## src/rtl/pll_pi_filter.sv

```systemverilog
// Proportional-integral loop filter for a digital PLL. A two-stage pipeline turns phase-error
// samples into a clamped NCO frequency word, and an ACQ/TRACK/HOLD controller selects the loop gains.
module pll_pi_filter #(
  parameter int FW        = 24,
  parameter int EW        = 8,
  parameter int IW        = FW + 2,
  parameter int ACQ_BOOST = 2,
  parameter int LOCK_N    = 16,
  parameter int UNLOCK_N  = 4,
  parameter logic [FW-1:0] F_RESET = '0
) (
  input  logic          clk,
  input  logic          rst_n,
  input  logic          err_valid,
  input  logic [EW-1:0] err,
  input  logic [4:0]    kp_sh,
  input  logic [4:0]    ki_sh,
  input  logic [EW-1:0] lock_thresh,
  input  logic          hold,
  input  logic          load,
  input  logic [FW-1:0] f_center,
  output logic [FW-1:0] freq_word,
  output logic          fw_valid,
  output logic          locked,
  output logic [1:0]    state
);

  localparam int LW = $clog2(LOCK_N + 1);
  localparam int UW = $clog2(UNLOCK_N + 1);
  localparam logic signed [IW:0] FMAX = {{(IW+1-FW){1'b0}}, {FW{1'b1}}};

  typedef enum logic [1:0] {ACQ = 2'd0, TRACK = 2'd1, HOLD = 2'd2} state_t;

  function automatic logic [4:0] eff_sh(input logic [4:0] sh, input logic acq);
    if (!acq) return sh;
    if (int'(sh) > ACQ_BOOST) return sh - 5'(ACQ_BOOST);
    return 5'd0;
  endfunction

  function automatic logic signed [IW-1:0] ashr(input logic signed [IW-1:0] v, input logic [4:0] sh);
    if (int'(sh) >= IW) return {IW{v[IW-1]}};
    return v >>> sh;
  endfunction

  function automatic logic [FW-1:0] clamp_fw(input logic signed [IW:0] v);
    if (v[IW]) return '0;
    if (v > FMAX) return '1;
    return v[FW-1:0];
  endfunction

  state_t              state_q, state_d;
  logic [FW-1:0]       iacc_q, iacc_d, fw_q, fw_d;
  logic                fwv_q, fwv_d;
  logic [LW-1:0]       lock_q, lock_d, lock_inc;
  logic [UW-1:0]       unlock_q, unlock_d, unlock_inc;

  logic                vld_p0, acq_p0;
  logic signed [EW:0]  errx_p0;
  logic [EW:0]         abs_p0;
  logic signed [IW-1:0] es_p0, p_p0, i_p0;

  logic                vld_p1;
  logic signed [IW-1:0] p_p1, i_p1;
  logic [EW:0]         abs_p1;

  logic signed [IW:0]  isum, psum;
  logic [FW-1:0]       iacc_new;
  logic                in_th;

  // Stage 0: scale the error and apply the gains of the current state
  assign acq_p0  = (state_q == ACQ);
  assign vld_p0  = err_valid && !hold && !load && (state_q != HOLD);
  assign errx_p0 = $signed({err[EW-1], err});
  assign abs_p0  = errx_p0[EW] ? unsigned'(-errx_p0) : unsigned'(errx_p0);
  assign es_p0   = $signed({{(IW-EW){err[EW-1]}}, err}) <<< (FW-EW);
  assign p_p0    = ashr(es_p0, eff_sh(kp_sh, acq_p0));
  assign i_p0    = ashr(es_p0, eff_sh(ki_sh, acq_p0));

  always_ff @(posedge clk) begin
    if (vld_p0) begin
      p_p1   <= p_p0;
      i_p1   <= i_p0;
      abs_p1 <= abs_p0;
    end
  end

  // Stage 1 -> 2: integrator and output clamp to the NCO range, so neither can wind up
  assign isum     = $signed({{(IW+1-FW){1'b0}}, iacc_q}) + $signed({i_p1[IW-1], i_p1});
  assign iacc_new = clamp_fw(isum);
  assign psum     = $signed({{(IW+1-FW){1'b0}}, iacc_new}) + $signed({p_p1[IW-1], p_p1});
  assign in_th    = abs_p1 <= {1'b0, lock_thresh};
  assign lock_inc   = (lock_q >= LW'(LOCK_N)) ? lock_q : lock_q + 1'b1;
  assign unlock_inc = (unlock_q >= UW'(UNLOCK_N)) ? unlock_q : unlock_q + 1'b1;

  always_comb begin
    state_d  = state_q;
    iacc_d   = iacc_q;
    fw_d     = fw_q;
    fwv_d    = 1'b0;
    lock_d   = lock_q;
    unlock_d = unlock_q;
    if (load) begin
      iacc_d   = f_center;
      fw_d     = f_center;
      fwv_d    = 1'b1;
      lock_d   = '0;
      unlock_d = '0;
      state_d  = hold ? HOLD : ACQ;
    end else if (hold) begin
      state_d  = HOLD;
      lock_d   = '0;
      unlock_d = '0;
    end else if (state_q == HOLD) begin
      state_d = ACQ;
    end else if (vld_p1) begin
      iacc_d   = iacc_new;
      fw_d     = clamp_fw(psum);
      fwv_d    = 1'b1;
      lock_d   = in_th ? lock_inc : '0;
      unlock_d = in_th ? '0 : unlock_inc;
      if (state_q == ACQ && lock_d == LW'(LOCK_N)) state_d = TRACK;
      else if (state_q == TRACK && unlock_d == UW'(UNLOCK_N)) state_d = ACQ;
    end
  end

  always_ff @(posedge clk or negedge rst_n) begin
    if (!rst_n) begin
      state_q  <= ACQ;
      iacc_q   <= F_RESET;
      fw_q     <= F_RESET;
      fwv_q    <= 1'b0;
      lock_q   <= '0;
      unlock_q <= '0;
      vld_p1   <= 1'b0;
    end else begin
      state_q  <= state_d;
      iacc_q   <= iacc_d;
      fw_q     <= fw_d;
      fwv_q    <= fwv_d;
      lock_q   <= lock_d;
      unlock_q <= unlock_d;
      vld_p1   <= vld_p0;
    end
  end

  assign freq_word = fw_q;
  assign fw_valid  = fwv_q;
  assign locked    = (state_q == TRACK);
  assign state     = state_q;

endmodule

```

## config.mk

```make
export PLATFORM = sky130hd
export DESIGN_NAME = pll_pi_filter
export DESIGN_NICKNAME = d
export VERILOG_FILES = /design/src/rtl/pll_pi_filter.sv
export SDC_FILE = /design/constraint.sdc
export NUM_CORES = 1
export LEC_CHECK = 0
export CORE_MARGIN = 2
export CORE_UTILIZATION = 55
export CTS_CLUSTER_SIZE = 30
export DETAILED_ROUTE_END_ITERATION = 8
export PLACE_DENSITY = 0.77
export SLEW_MARGIN = 20
export SYNTH_ARGS = -nofsm -noshare
export SYNTH_HDL_FRONTEND = slang
export SYNTH_SLANG_ARGS = --single-unit
export TNS_END_PERCENT = 30
```

## constraint.sdc

```tcl
create_clock -name clk -period 8.5 [get_ports clk]
set_clock_uncertainty 0.2 [all_clocks]
set_input_delay 1.275 -clock clk [delete_from_list [all_inputs] [get_ports clk]]
set_output_delay 1.275 -clock clk [all_outputs]
set_load 0.01 [all_outputs]
```

Word level (Yosys, flattened, before mapping). Index checks and enable logic that the tools add are counted. Widths: inputs -> output; s select.

Eq/ne operators: 8. Add/sub/neg operators: 7. Multiplexer cells: 72. Div/mod/pow operators: 0. Reductions and logical operators: 15. Bitwise gates (word level): 0. Multiply operators: 0. Shift operators: 2. Order comparisons: 9.

Operator list (number): $mux 24 (16); $mux 26 (4); $mux 5 (14); $add 25x26->27 (2); $gt 27x25->1 const B (2); $sshr 24x5->26 (2); $mux 1 (24); $mux 3 (6); $ge 5x5->1 const B (3); $mux 2 (7); $gt 5x2->1 const B (2); $sub 5x2->5 const B (2); $le 9x8->1 (1); $neg 8->9 (1); $mux 7 (1); $add 5x1->5 const B (1); $eq 5x5->1 const B (1); $logic_and 1x1->1 (5); $reduce_bool 5->1 (1); $ne 2x2->1 const B (2); $reduce_and 2->1 (2); $reduce_bool 4->1 (1); $add 3x1->3 const B (1); $eq 3x3->1 const B (1); other kinds (10) (11).

Bits in read-only memories: 0. Memories kept: 0. Bits in writable memories: 0. Bits in latches: 0. Bits of input ports: 55. Word-level logic and storage cells: 124. Flip-flop bits (word level): 121. Output and inout bits: 28.

Longest topological paths before layout. Gate-level depths: netlist (run 1).

Depth in word-level cells: 23. Mapped depth: 24. Depth with buffers taken out: 23.

Worst setup path after synthesis (run 1). No wires, ideal clock.

Kind: flip-flop to flip-flop. Start: register iacc_q[18]. End: register fw_q[10], in the netlist freq_word[10]. Cell stages (with the launch flop): 23. Required time: 8.169 ns. Buffers on the path: 4. Setup time: 0.131 ns. Setup slack: 3.721 ns. Arrival time: 4.449 ns. Period minus slack after synthesis: 4.779 ns. Path through: dfrtp_1 > ha_1 > buf_2 > a21o_1 > a21oi_1 > o21ai_1 > a21o_1 > a31oi_4 > mux2i_4 > buf_2 > o21ai_1 > ha_1 > clkbuf_1 > a211oi_1 > o21ai_0 > a221oi_1 > nor2b_1 > a21oi_1 > o21ai_0 > a31oi_2 > nand2_1 > buf_4 > o211ai_1.

Longest elaborated chain between the ends: 20. Elaborated cells on any way between the ends: 28. Those cells by class: add/sub: 2; order compare: 2; mux: 24.

Ends and longest elaborated chain: start, declared (RTL line 52) `logic [FW-1:0] iacc_q, iacc_d, fw_q, fw_d;`; start signal, assigned (RTL line 137) `iacc_q <= iacc_d;`; $add 25x26->27 * (RTL line 88) `assign isum = $signed({{(IW+1-FW){1'b0}}, iacc_q}) + $signed({i_p1[IW-1], i_p1});`; $gt 27x25->1 (RTL line 47) `if (v > FMAX) return '1;`; $mux 1 (2 in series) (RTL line 47); $mux 24 (RTL line 48) `return v[FW-1:0];`; $mux 24 * (RTL line 47); $add 25x26->27 * (RTL line 90) `assign psum = $signed({{(IW+1-FW){1'b0}}, iacc_new}) + $signed({p_p1[IW-1], p_p1});`; $gt 27x25->1 (RTL line 47); $mux 1 (2 in series) (RTL line 47); [... 2 more ...]; $mux 1 (RTL line 109) `end else if (hold) begin`; $mux 1 (RTL line 102) `if (load) begin`; $mux 24 (RTL line 48); $mux 24 * (RTL line 47); $mux 24 * (RTL line 115) `end else if (vld_p1) begin`; $mux 24 * (RTL line 113) `end else if (state_q == HOLD) begin`; $mux 24 * (RTL line 109); $mux 24 * (RTL line 102); end signal, assigned (RTL line 138) `fw_q <= fw_d;`; end, declared (RTL line 52).

Every way passes the cells marked *; elsewhere a longest branch is shown, timed or not. The select of a mux whose other input is x is not followed. A chain may end at the register's enable or synchronous reset.

Final worst setup path (run 1).
Start: register iacc_q[8]. End: register fw_q[10], in the netlist freq_word[10].

The elaborated chain is that of the path after synthesis.

==> results of run 1 <==
[kinds of logic (layout without fill, tap and decap cells)]
| kind of cell | Yosys count | after routing | synth area share |
|---|---|---|---|
| and+or+nand+nor | 307 | 307 | 0.157 |
| AOI/OAI and AO/OA | 365 | 365 | 0.263 |
| buffers and inverters | 96 | 165 | 0.0433 |
| xor gates and xnor gates | 38 | 38 | 0.0361 |
| other | 1 | 1 | 0.000407 |
| muxes | 58 | 58 | 0.0646 |
| DFF | 116 | 116 | 0.345 |
| adders and majority gates | 65 | 65 | 0.0899 |
[per-stage QoR]
| step | utilization | instances |
|---|---|---|
| after global routing | 0.651 | 1335 |
| after detailed placement | 0.615 | 1303 |
| final | 0.651 | 1335 |
| after global placement | 0.614 | 1302 |
| after CTS | 0.651 | 1335 |
| after floorplan | - | 1046 |
[Yosys cell counts (11+ instances only)]
cell type / number
sky130_fd_sc_hd__nand2_1: 114
sky130_fd_sc_hd__nor2_1: 79
sky130_fd_sc_hd__o21ai_0: 78
sky130_fd_sc_hd__a21oi_1: 74
sky130_fd_sc_hd__ha_1: 63
sky130_fd_sc_hd__dfrtp_1: 60
sky130_fd_sc_hd__edfxtp_1: 56
sky130_fd_sc_hd__mux2i_1: 55
sky130_fd_sc_hd__inv_1: 45
sky130_fd_sc_hd__clkbuf_1: 32
sky130_fd_sc_hd__o211ai_1: 29
sky130_fd_sc_hd__o21ai_1: 25
sky130_fd_sc_hd__xnor2_1: 21
sky130_fd_sc_hd__a211oi_1: 20
sky130_fd_sc_hd__a31oi_1: 20
sky130_fd_sc_hd__a21o_1: 19
sky130_fd_sc_hd__o21a_1: 17
sky130_fd_sc_hd__xor2_1: 17
sky130_fd_sc_hd__nand3_1: 16
sky130_fd_sc_hd__nor3_1: 16
sky130_fd_sc_hd__nor2b_1: 11
[cell usage in the layout (no fill, tap or decap), types with 11 or more instances in the layout]
cell,Yosys,final
sky130_fd_sc_hd__a211oi_1,20,20
sky130_fd_sc_hd__a21o_1,19,19
sky130_fd_sc_hd__a21oi_1,74,74
sky130_fd_sc_hd__a31oi_1,20,20
sky130_fd_sc_hd__clkbuf_16,0,17
sky130_fd_sc_hd__clkdlybuf4s50_1,0,80
sky130_fd_sc_hd__dfrtp_1,60,60
sky130_fd_sc_hd__edfxtp_1,56,56
sky130_fd_sc_hd__ha_1,63,63
sky130_fd_sc_hd__inv_1,45,45
sky130_fd_sc_hd__mux2i_1,55,55
sky130_fd_sc_hd__nand2_1,114,114
sky130_fd_sc_hd__nand3_1,16,16
sky130_fd_sc_hd__nor2_1,79,77
sky130_fd_sc_hd__nor2b_1,11,11
sky130_fd_sc_hd__nor3_1,16,16
sky130_fd_sc_hd__o211ai_1,29,29
sky130_fd_sc_hd__o21a_1,17,17
sky130_fd_sc_hd__o21ai_0,78,78
sky130_fd_sc_hd__o21ai_1,25,25
sky130_fd_sc_hd__xnor2_1,21,21
sky130_fd_sc_hd__xor2_1,17,17
[layer usage]
| layer | part of all wire | routed length [µm] |
|---|---|---|
| met4 | 0.048 | 1280 |
| met3 | 0.070 | 1850 |
| met5 | 0 | 0 |
| met2 | 0.45 | 12100 |
| met1 | 0.43 | 11400 |
[cell type report]
| class | instances | area [µm²] |
|---|---|---|
| Timing Repair Buffer | 88 | 856 |
| Inverter | 45 | 169 |
| Multi-Input combinational cell | 834 | 5640 |
| Clock inverter | 14 | 161 |
| Tap cell | 220 | 275 |
| Fill cell | 1429 | 5750 |
| Clock buffer | 18 | 429 |
| Sequential cell | 116 | 3180 |
[power by group through the flow]
stage,Clock [mW],Combinational (mW),Sequential [mW]
2_1_floorplan,0,0.472,0.654
3_3_place_gp,0,0.657,0.656
3_5_place_dp,0,0.661,0.656
4_1_cts,0.732,0.667,0.646
5_1_grt,0.760,0.743,0.649
6_report,0.727,0.679,0.647
[sequential cells by signal (all words and copies together) (netlist names)]
signal and flops:
i_p1 23, iacc_q 24, p_p1 24, lock_q 5, abs_p1 9, freq_word 24, unlock_q 3, vld_p1 1
fw_valid 1, state 2
[final timing paths]
kind	startpoint	endpoint	slack, ns
hold / removal	freq_word[16]	freq_word[16]	0.29
min in group asynchronous	rst_n	lock_q[1]	0.80
setup reg to reg	iacc_q[8]	freq_word[10]	2.10
hold reg to reg	freq_word[16]	freq_word[16]	0.29
max in group asynchronous	rst_n	freq_word[20]	6.73
setup / recovery	iacc_q[8]	freq_word[10]	2.10
[critical path: cells and delay by family (launching register included)]
kind | cells | cell delay [ns]
flip-flops | 1 | 0.38
AND/OR/NAND/NOR | 1 | 0.18
adder cells (fa/ha/maj) | 2 | 0.77
multiplexers | 1 | 0.71
AO/OA/AOI/OAI | 14 | 4.04
==> metrics.md, run 1 <==
| Metric | Value |
|---|---|
| Outcome | completed |
| Chip Width | roughly 130 µm |
| Initial antenna violation count | 0 |
| Relative slew margins | 0.269 |
| Syn. warnings | 0 |
| Post-detail-place hpwl | approximately 20 mm |
| Static leakage power | 4.32 nW |
| Pin count of the biggest net entering global routing | 61 |
| Maximum cell stage delay along the critical path | approximately 0.71 ns |
| Starting density of the core | 0.560 |
| Via density per instance | 6.32 |
| Synthesized area divided by synthesized cell count | 8.81 µm² |
| FFs w/ async S/R, synth | 0.517 |
| Total via count in the routed design | 8442 |
| Slew of the pin with the lowest slew margin | 1.10 ns |
| Number of enable-type register cells in the synthesized netlist | 56 |
| Clock root cell | sky130_fd_sc_hd__clkbuf_16 |
| Number of cells on the worst hold path | 2 |
| Library cell with the largest summed area after synthesis | sky130_fd_sc_hd__edfxtp_1 |
| Layout Area Growth over Synthesis | 16.3% |
| Setup CP Type | reg -> reg |
| Critical Path Slowest Stage Cell | sky130_fd_sc_hd__mux2i_4 |
| Hold Vio Cnt, Final | 0 |
| Startpoint kind of the worst setup timing path | flop |
| Remaining design rule violation count | 0 |
| Die height | 133 µm |
| Mapped Area | roughly 9200 µm² |
| Final weighted congestion in routability-driven placement | 0.975 |
| Post-route setup slack | around 2.1 ns |
| Most used flip-flop cell after synthesis | sky130_fd_sc_hd__dfrtp_1 |
| Minimum clock period after layout | 6.40 ns |
| FF+latch count, synth | 116 |
| Top-level I/O count | 83 |
| GR Layer Usage met2 | 0.482 |
| Final worst path period share | 0.753 |
| Clock network latency to the later pin of the worst-skew pair | ~0.43 ns |
| Hold-fix buffer count after cts | 0 |
| Clk pwr share | 0.354 |
| Synthesized Nets | between 1000 and 1500 |
| Wire length of the first global-routing pass | about 42 mm |
| Number of input and output port buffers inserted | 82 |
| Endpoint type of the worst setup path | flop |
| Hold crit path type | reg -> reg |
| Cell chain of the critical path | ha_1, a211oi_1, o2111ai_1, nand3_2, o31ai_4, a31oi_4, mux2i_4, o21ai_0, ha_1, a211oi_1, o21ai_1, a311oi_2, o2111a_1, o31ai_1, a31oi_2, a21o_1, a32oi_1, o211ai_1 |
| Routed WL | around 27 mm |
| Setup TNS after final layout | 0 ns |
| Total power density per cell area | 192 nW/µm² |
| Post-CTS sizing | 0 |
| Std-Cell Rows | 47 |
| Overall power of the completed layout | 2.05 mW |
| Place WS | 2.29 ns |
| Placed Instance Area | 10100 µm² |
| Highest-utilization routing layer at the global route stage | met2 |
| Number of slew-limit violations in the final report | 0 |
| Share of final-layout standard cells stronger than drive strength 1 | 0.0610 |
| Worst Reg2Reg Path Length in Cells | 18 |
| Net total in the final layout | ~1200 |
| Net Sw Frac | 0.341 |
| Crit path arrival time | approximately 6.5 ns |
| Vias in the first global route | 7894 |
| Antenna fix cells | 0 |
| Relative contribution of sequential cells to total power | 0.315 |
| CP Max Fanout | 27 |
| Number of instances in the synthesized netlist | 1046 |
| Register clock-pin slew on the reported worst setup and hold paths | 0.06 ns |
| Area of the placeable core | about 16000 µm² |
| Max Root-Sink Buffers | 2 |
| Critical Path RT | 8.63 ns |
| Buffers inserted by post-CTS timing repair | 0 |
| # setup viols final | 0 |
| Peak clock frequency supported by timing | 156 MHz |
| CTS tree | built |
| Internal Pwr Total | 1.35 mW |
| Unique masters post-synth | 81 |
| Wire length per cell after detailed routing | 19.9 µm |
| Number of violations reported at the end of detailed-routing iteration 0 | 700 |
| Clock net sink count | 116 |
| Hold_ws | 0.293 ns |
| Post-DRT Antenna Nets | 0 |
| Met1 Usage GRT | 0.403 |
| Pre-Repair DR Iteration Count | 5 |
| Die area | 17800 µm² |
| All-layer global routing usage | 0.307 |
| RSZ-0062 raised after global routing | no |
| Final Cell Area | 10700 µm² |
| Total net switching power | 0.701 mW |
| Peak VDD IR | ~0.16 mV |
| Number of CTS-inserted buffers | 17 |
| Routing usage on met3 | 0.0639 |
| Total number of H-tree levels | 4 |
| Post-synthesis sequential area ratio | 0.345 |
| Post-synth top area share | 0.183 |
| Global route overflow | 0 |
| Max-cap viol count | 0 |
| Cells taking the most area after synthesis | sky130_fd_sc_hd__edfxtp_1, sky130_fd_sc_hd__dfrtp_1, sky130_fd_sc_hd__ha_1 |
| Portion of total power attributed to combinational logic | 0.331 |
No activity file was read; power rests on OpenSTA's default activity.
==> inputs of run 2 (changes only) <==
--- a/config.mk
+++ b/config.mk
@@ -6,10 +6,10 @@
 export NUM_CORES = 1
 export LEC_CHECK = 0
 export CORE_MARGIN = 2
-export CORE_UTILIZATION = 55
+export CORE_UTILIZATION = 54
 export CTS_CLUSTER_SIZE = 30
 export DETAILED_ROUTE_END_ITERATION = 8
-export PLACE_DENSITY = 0.77
+export PLACE_DENSITY = 0.79
 export SLEW_MARGIN = 20
 export SYNTH_ARGS = -nofsm -noshare
 export SYNTH_HDL_FRONTEND = slang
==> constraint.sdc (replaced) <==
create_clock -name clk -period 5.82 [get_ports clk]
set_clock_uncertainty 0.2 [all_clocks]
set_input_delay 0.873 -clock clk [delete_from_list [all_inputs] [get_ports clk]]
set_output_delay 0.873 -clock clk [all_outputs]
set_load 0.01 [all_outputs]
==> run 2 against run 1 <==
Net effect:
- final area up 1.8%
- critical path depth up 2
- worst setup slack worse by 1.8 ns
- core utilization up 0.48 points
- flip-flop and latch count unchanged
- register-to-register slack worse by 1.8 ns
- fmax up 16%
- first-iteration DRC count up 8.0%
- via count down 0.32%
==> metrics.md, run 2 (synthesis results as in run 1) <==
| Metric | Value |
|---|---|
| Chip Width | 135 µm |
| GR Layer Usage met2 | 0.478 |
| Number of CTS-inserted buffers | 17 |
| Critical Path Slowest Stage Cell | sky130_fd_sc_hd__mux2i_4 |
| Peak VDD IR | roughly 0.24 mV |
| Die area | 18100 µm² |
| Met1 Usage GRT | 0.409 |
| Outcome | completed |
| Most frequent cells in the layout | sky130_fd_sc_hd__nand2_1, sky130_fd_sc_hd__clkdlybuf4s50_1, sky130_fd_sc_hd__nor2_1 |
| Clock network latency to the later pin of the worst-skew pair | 0.42 ns |
| Launching element of the worst setup path | iacc_q[8] |
| Max-cap viol count | 0 |
| Global route overflow | 0 |
| Remaining design rule violation count | 0 |
| Static leakage power | 4.42 nW |
| Total number of H-tree levels | 4 |
| Startpoint kind of the worst setup timing path | flop |
| Clock net sink count | approximately 120 |
| Highest-utilization routing layer at the global route stage | met2 |
| CP Max Fanout | 21 |
| Routing usage on met3 | 0.0503 |
| Crit path arrival time | roughly 5.7 ns |
| Net total in the final layout | approximately 1200 |
| Final worst path period share | 0.949 |
| Std-Cell Rows | 47 |
| Share of final-layout standard cells stronger than drive strength 1 | 0.0753 |
| Reg-to-Reg Start | iacc_q[8] |
| Number of violations reported at the end of detailed-routing iteration 0 | 756 |
| Final weighted congestion in routability-driven placement | 0.958 |
| Endpoint type of the worst setup path | flop |
| All-layer global routing usage | 0.301 |
| Most common cell after layout, fill and taps aside | sky130_fd_sc_hd__nand2_1 |
| Layout Area Growth over Synthesis | 18.4% |
| # setup viols final | 0 |
| Wire length of the first global-routing pass | 42.2 mm |
| Hold crit path type | reg -> reg |
| Die height | 135 µm |
| Setup TNS after final layout | 0 ns |
| Critical Path RT | 5.95 ns |
| Relative slew margins | 0.251 |
| Hold Vio Cnt, Final | 0 |
| CTS tree | built |
| Starting density of the core | 0.554 |
| Slew of the pin with the lowest slew margin | 1.12 ns |
| Top-level I/O count | between 80 and 90 |
| Total via count in the routed design | between 8000 and 9000 |
| Register clock-pin slew on the reported worst setup and hold paths | about 0.050 ns |
| Clock root cell | sky130_fd_sc_hd__clkbuf_16 |
| Setup CP Type | reg -> reg |
| Peak clock frequency supported by timing | 181 MHz |
| CP bufs+invs | 2 |
| Cell chain of the critical path | ha_1, a211oi_1, o2111ai_1, nand3_2, o31ai_4, a31oi_4, mux2i_4, buf_12, o21ai_1, ha_1, a211oi_1, nor2_1, a311oi_2, o2111a_1, o31ai_2, a31oi_2, a21o_1, buf_4, nand3_1, a221oi_2 |
| Wire length per cell after detailed routing | 19.7 µm |
| Setup slack on the worst flop-to-flop path | approximately 0.3 ns |
| Total power density per cell area | 286 nW/µm² |
| Initial antenna violation count | 0 |
| Utilization of the core after routing | 0.655 |
| Worst min-delay path startpoint | freq_word[17] |
| Max Root-Sink Buffers | 2 |
| Area of the placeable core | 16600 µm² |
| Vias in the first global route | 7799 |
| Number of input and output port buffers inserted | 82 |
| Pin count of the biggest net entering global routing | 61 |
| Post-DRT Antenna Nets | 0 |
| Top delay family on crit path | compound AO/OA/AOI/OAI gates |
| Routed WL | 26.6 mm |
| Via density per instance | ~6.2 |
| Antenna fix cells | 0 |
| Maximum cell stage delay along the critical path | 0.42 ns |
| Hold-fix buffer count after cts | 0 |
| Number of slew-limit violations in the final report | 0 |
| Minimum clock period after layout | 5.52 ns |
| Pre-Repair DR Iteration Count | 7 |
| Post-detail-place hpwl | approximately 20 mm |
==> run 2: cell types whose count changed in the layout (fill, tap and decap cells not counted), sizes merged <==
cell      before  now
buf            8   22
bufinv         3    5
clkbuf        18   19
clkinv         7    4
clkinvlp       3    2
inv           46   47
==> run 2: report_power, final <==
group          switching, mW  internal (mW)
Combinational          0.612          0.413
Sequential            0.0300          0.915
Clock                  0.385          0.758
Total                   1.03           2.09
==> run 2: what timing repair did <==
action | 4_1_cts | 5_1_grt
setup buffers | 0 | 1
gates resized for setup | 0 | 6
setup endpoints to repair | 0 | 24
==> run 2: layout make-up <==
class                           instances  area, µm²
Fill cell                            1417       5740
Multi-Input combinational cell        834       5650
Sequential cell                       116       3180
Clock inverter                         13        205
Inverter                               45        169
Clock buffer                           19        433
Tap cell                              220        275
Timing Repair Buffer                  102        986
==> run 2: path summary, 6_finish.rpt <==
kind / end / depth (start not counted)
max: freq_word[18] / 20
max in group asynchronous: iacc_q[4] / 2
min: freq_word[17] / 2
min reg2reg: freq_word[17] / 2
max reg2reg: freq_word[18] / 20
min in group asynchronous: lock_q[4] / 2
==> run 2: tightest hold or removal path, stage by stage (launching register included) <==
cell and delay (ns):
sky130_fd_sc_hd__dfrtp_1 0.34, sky130_fd_sc_hd__nand2_1 0.05, sky130_fd_sc_hd__o211ai_1 0.07
==> run 2: layer usage <==
metal	vias to the layer above	wire, µm
met3	55	1760
li1	4062	-
met4	0	1010
met5	-	0
met2	352	12400
met1	3946	11500
==> run 2: through the flow <==
stage / power, mW / hold WS (ns) / setup WS, ns / std cells / area, µm²
after floorplan: 1.64 / 0.322 / 1.04 / 1046 / 9210
after global placement: 1.94 / 0.277 / 0.356 / 1315 / 10200
after detailed placement: 1.95 / 0.290 / 0.256 / 1315 / 10200
after CTS: 3.10 / 0.301 / 0.139 / 1347 / 10900
after global routing: 3.26 / 0.329 / -0.000324 / 1349 / 10900
final: 3.11 / 0.298 / 0.296 / 1349 / 10900
==> inputs of run 3 (changes only) <==
--- a/config.mk
+++ b/config.mk
@@ -5,7 +5,7 @@
 export SDC_FILE = /design/constraint.sdc
 export NUM_CORES = 1
 export LEC_CHECK = 0
-export CORE_MARGIN = 2
+export CORE_MARGIN = 3
 export CORE_UTILIZATION = 54
 export CTS_CLUSTER_SIZE = 30
 export DETAILED_ROUTE_END_ITERATION = 8
==> run 3 against run 2 <==
Net effect:
- final cell count is 0.30% higher
- first-iteration DRC count is 12% lower
- worst setup slack worse by 0.027 ns
- total power is 2.2% lower
- non-clock buffer count is 4 higher
- clock power is 6% lower
- largest cell class unchanged
==> metrics.md, run 3 (synthesis results as in run 1) <==
| Metric | Value |
|---|---|
| Total via count in the routed design | approximately 8500 |
| Wire length of the first global-routing pass | between 40 and 50 mm |
| Routed WL | 26.8 mm |
| Worst min-delay path endpoint | freq_word[16] |
| Total number of H-tree levels | 4 |
| Minimum clock period after layout | ~5.6 ns |
| RSZ-0062 raised after global routing | no |
| Most common cell after layout, fill and taps aside | sky130_fd_sc_hd__nand2_1 |
| Worst min-delay path startpoint | freq_word[16] |
| Wire length per cell after detailed routing | between 15 and 20 µm |
| Startpoint kind of the worst setup timing path | flop |
| Setup slack on the worst flop-to-flop path | 0.27 ns |
| Max Root-Sink Buffers | 2 |
| Net Sw Frac | 0.341 |
| Clock root cell | sky130_fd_sc_hd__clkbuf_16 |
| Number of violations reported at the end of detailed-routing iteration 0 | 668 |
| Clk pwr share | 0.353 |
| Area of the placeable core | about 17000 µm² |
| Peak clock frequency supported by timing | 180 MHz |
| Hold_ws | 0.298 ns |
| Relative slew margins | 0.278 |
| Internal Pwr Total | between 2 and 2.5 mW |
| Register clock-pin slew on the reported worst setup and hold paths | 0.06 ns |
| Pre-Repair DR Iteration Count | 6 |
| Hold crit path type | reg -> reg |
| Endpoint type of the worst setup path | flop |
| Max-cap viol count | 0 |
| Number of cells on the worst hold path | 2 |
| CP Max Fanout | 21 |
| Post-route setup slack | 0.269 ns |
| Peak VDD IR | 0.226 mV |
| Clock network latency to the later pin of the worst-skew pair | 0.42 ns |
| Final Cell Area | roughly 11000 µm² |
| Setup CP Type | reg -> reg |
| Number of input and output port buffers inserted | 82 |
| Antenna fix cells | 0 |
| Placed Instance Area | between 10000 and 15000 µm² |
| Hold Vio Cnt, Final | 0 |
| Crit path arrival time | roughly 5.7 ns |
| Setup TNS after final layout | 0 ns |
| Total net switching power | roughly 1.0 mW |
| Number of CTS-inserted buffers | 17 |
| Total power density per cell area | 280 nW/µm² |
| Vias in the first global route | 7701 |
| Reg-to-Reg Start | i_p1[18] |
| Worst Reg2Reg Path Length in Cells | 19 |
| Most frequent cells in the layout | sky130_fd_sc_hd__nand2_1, sky130_fd_sc_hd__clkdlybuf4s50_1, sky130_fd_sc_hd__o21ai_0 |
| Remaining design rule violation count | 0 |
| # setup viols final | 0 |
| Post-detail-place hpwl | 20.5 mm |
| Final weighted congestion in routability-driven placement | 0.969 |
| Relative contribution of sequential cells to total power | 0.311 |
| Die height | 137 µm |
| Global route overflow | 0 |
| Die area | 18700 µm² |
| Pin count of the biggest net entering global routing | 61 |
| Std-Cell Rows | 47 |
| Share of final-layout standard cells stronger than drive strength 1 | 0.0812 |
| Static leakage power | 4.42 nW |
| Number of slew-limit violations in the final report | 0 |
| Critical Path RT | 5.95 ns |
| Crit Reg-Reg Endpoint | freq_word[18] |
| Via density per instance | between 6 and 7 |
| Outcome | completed |
| Clock net sink count | 116 |
| Initial antenna violation count | 0 |
| Place WS | around 0.29 ns |
| Chip Width | 137 µm |
| Overall power of the completed layout | 3.04 mW |
| All-layer global routing usage | 0.286 |
| Post-DRT Antenna Nets | 0 |
| Portion of total power attributed to combinational logic | 0.337 |
| Slew of the pin with the lowest slew margin | roughly 1.1 ns |
| Layout Area Growth over Synthesis | 18.1% |
| Net total in the final layout | 1240 |
| Starting density of the core | 0.554 |
| Top-level I/O count | 83 |
| CTS tree | built |
| Final worst path period share | 0.954 |
## run 3: cell count changes in the layout (fill, tap and decap cells not counted), moves of 2 or more
| cell | change |
|---|---|
| sky130_fd_sc_hd__buf_4 | +5 |
| sky130_fd_sc_hd__clkinv_4 | +5 |
| sky130_fd_sc_hd__buf_12 | -2 |
| sky130_fd_sc_hd__bufinv_16 | -2 |
| sky130_fd_sc_hd__o21ai_0 | +2 |
| sky130_fd_sc_hd__o21ai_1 | -2 |
## run 3: what timing repair did
| action | 4_1_cts | 5_1_grt |
|---|---|---|
| resized for setup | 0 | 4 |
| endpoints found under the setup margin | 0 | 24 |
| setup buffers | 0 | 4 |
| hold buffers | 0 | 0 |
| hold endpoints to repair | 0 | 0 |
## run 3: worst max-delay path by stage
stage                from             to  slack (ns)
5_1_grt         iacc_q[0]  freq_word[19]       0.008
6_report         i_p1[18]  freq_word[18]        0.27
2_1_floorplan  iacc_q[18]  freq_word[10]        1.04
3_5_place_dp   iacc_q[12]  freq_word[18]        0.29
3_3_place_gp   iacc_q[12]  freq_word[23]        0.31
4_1_cts        iacc_q[12]  freq_word[18]        0.27
## run 3: power groups by stage
stage	clock (mW)	sequential, mW	combinational (mW)
2_1_floorplan	0	0.955	0.689
3_5_place_dp	0	0.959	0.990
4_1_cts	1.08	0.944	0.998
6_report	1.07	0.945	1.02
5_1_grt	1.12	0.947	1.11
3_3_place_gp	0	0.959	0.983
## run 3: layout make-up
type / count / area (µm²)
flip-flops and latches: 116 / 3180
clock buffers: 18 / 429
fillers: 1388 / 5760
repair buffers: 106 / 988
inverters: 45 / 169
well taps: 220 / 275
multi-input cells: 834 / 5660
clock inverters: 14 / 178
## run 3: per-stage QoR
step	utilization	std cells
final	0.654	1353
after global routing	0.654	1353
after CTS	0.650	1348
after detailed placement	0.614	1316
after global placement	0.614	1316
after floorplan	-	1046
## run 3: metal layers
| layer | vias to the layer above | share of wire | GRT usage | wire length [µm] |
|---|---|---|---|---|
| met5 | - | 0 | 0 | 0 |
| met4 | 0 | 0.030 | 0.104 | 791 |
| met3 | 58 | 0.078 | 0.0577 | 2080 |
| met2 | 381 | 0.47 | 0.468 | 12500 |
| met1 | 3955 | 0.43 | 0.377 | 11400 |
| li1 | 4061 | - | - | - |
## run 3: worst max-delay path: stages, from the launching register on
cell and delay (ns):
sky130_fd_sc_hd__edfxtp_1 0.43, sky130_fd_sc_hd__ha_1 0.42, sky130_fd_sc_hd__a21o_1 0.24, sky130_fd_sc_hd__a21oi_1 0.24, sky130_fd_sc_hd__o21ai_1 0.14, sky130_fd_sc_hd__a21o_1 0.22, sky130_fd_sc_hd__a31oi_4 0.27, sky130_fd_sc_hd__mux2i_4 0.41
sky130_fd_sc_hd__o21ai_0 0.22, sky130_fd_sc_hd__ha_1 0.33, sky130_fd_sc_hd__a211oi_1 0.33, sky130_fd_sc_hd__o21ai_1 0.20, sky130_fd_sc_hd__a311oi_2 0.37, sky130_fd_sc_hd__o2111a_1 0.27, sky130_fd_sc_hd__o31ai_1 0.12, sky130_fd_sc_hd__a31oi_2 0.28
sky130_fd_sc_hd__a21o_1 0.15, sky130_fd_sc_hd__buf_4 0.24, sky130_fd_sc_hd__nand3_1 0.12, sky130_fd_sc_hd__a221oi_2 0.23
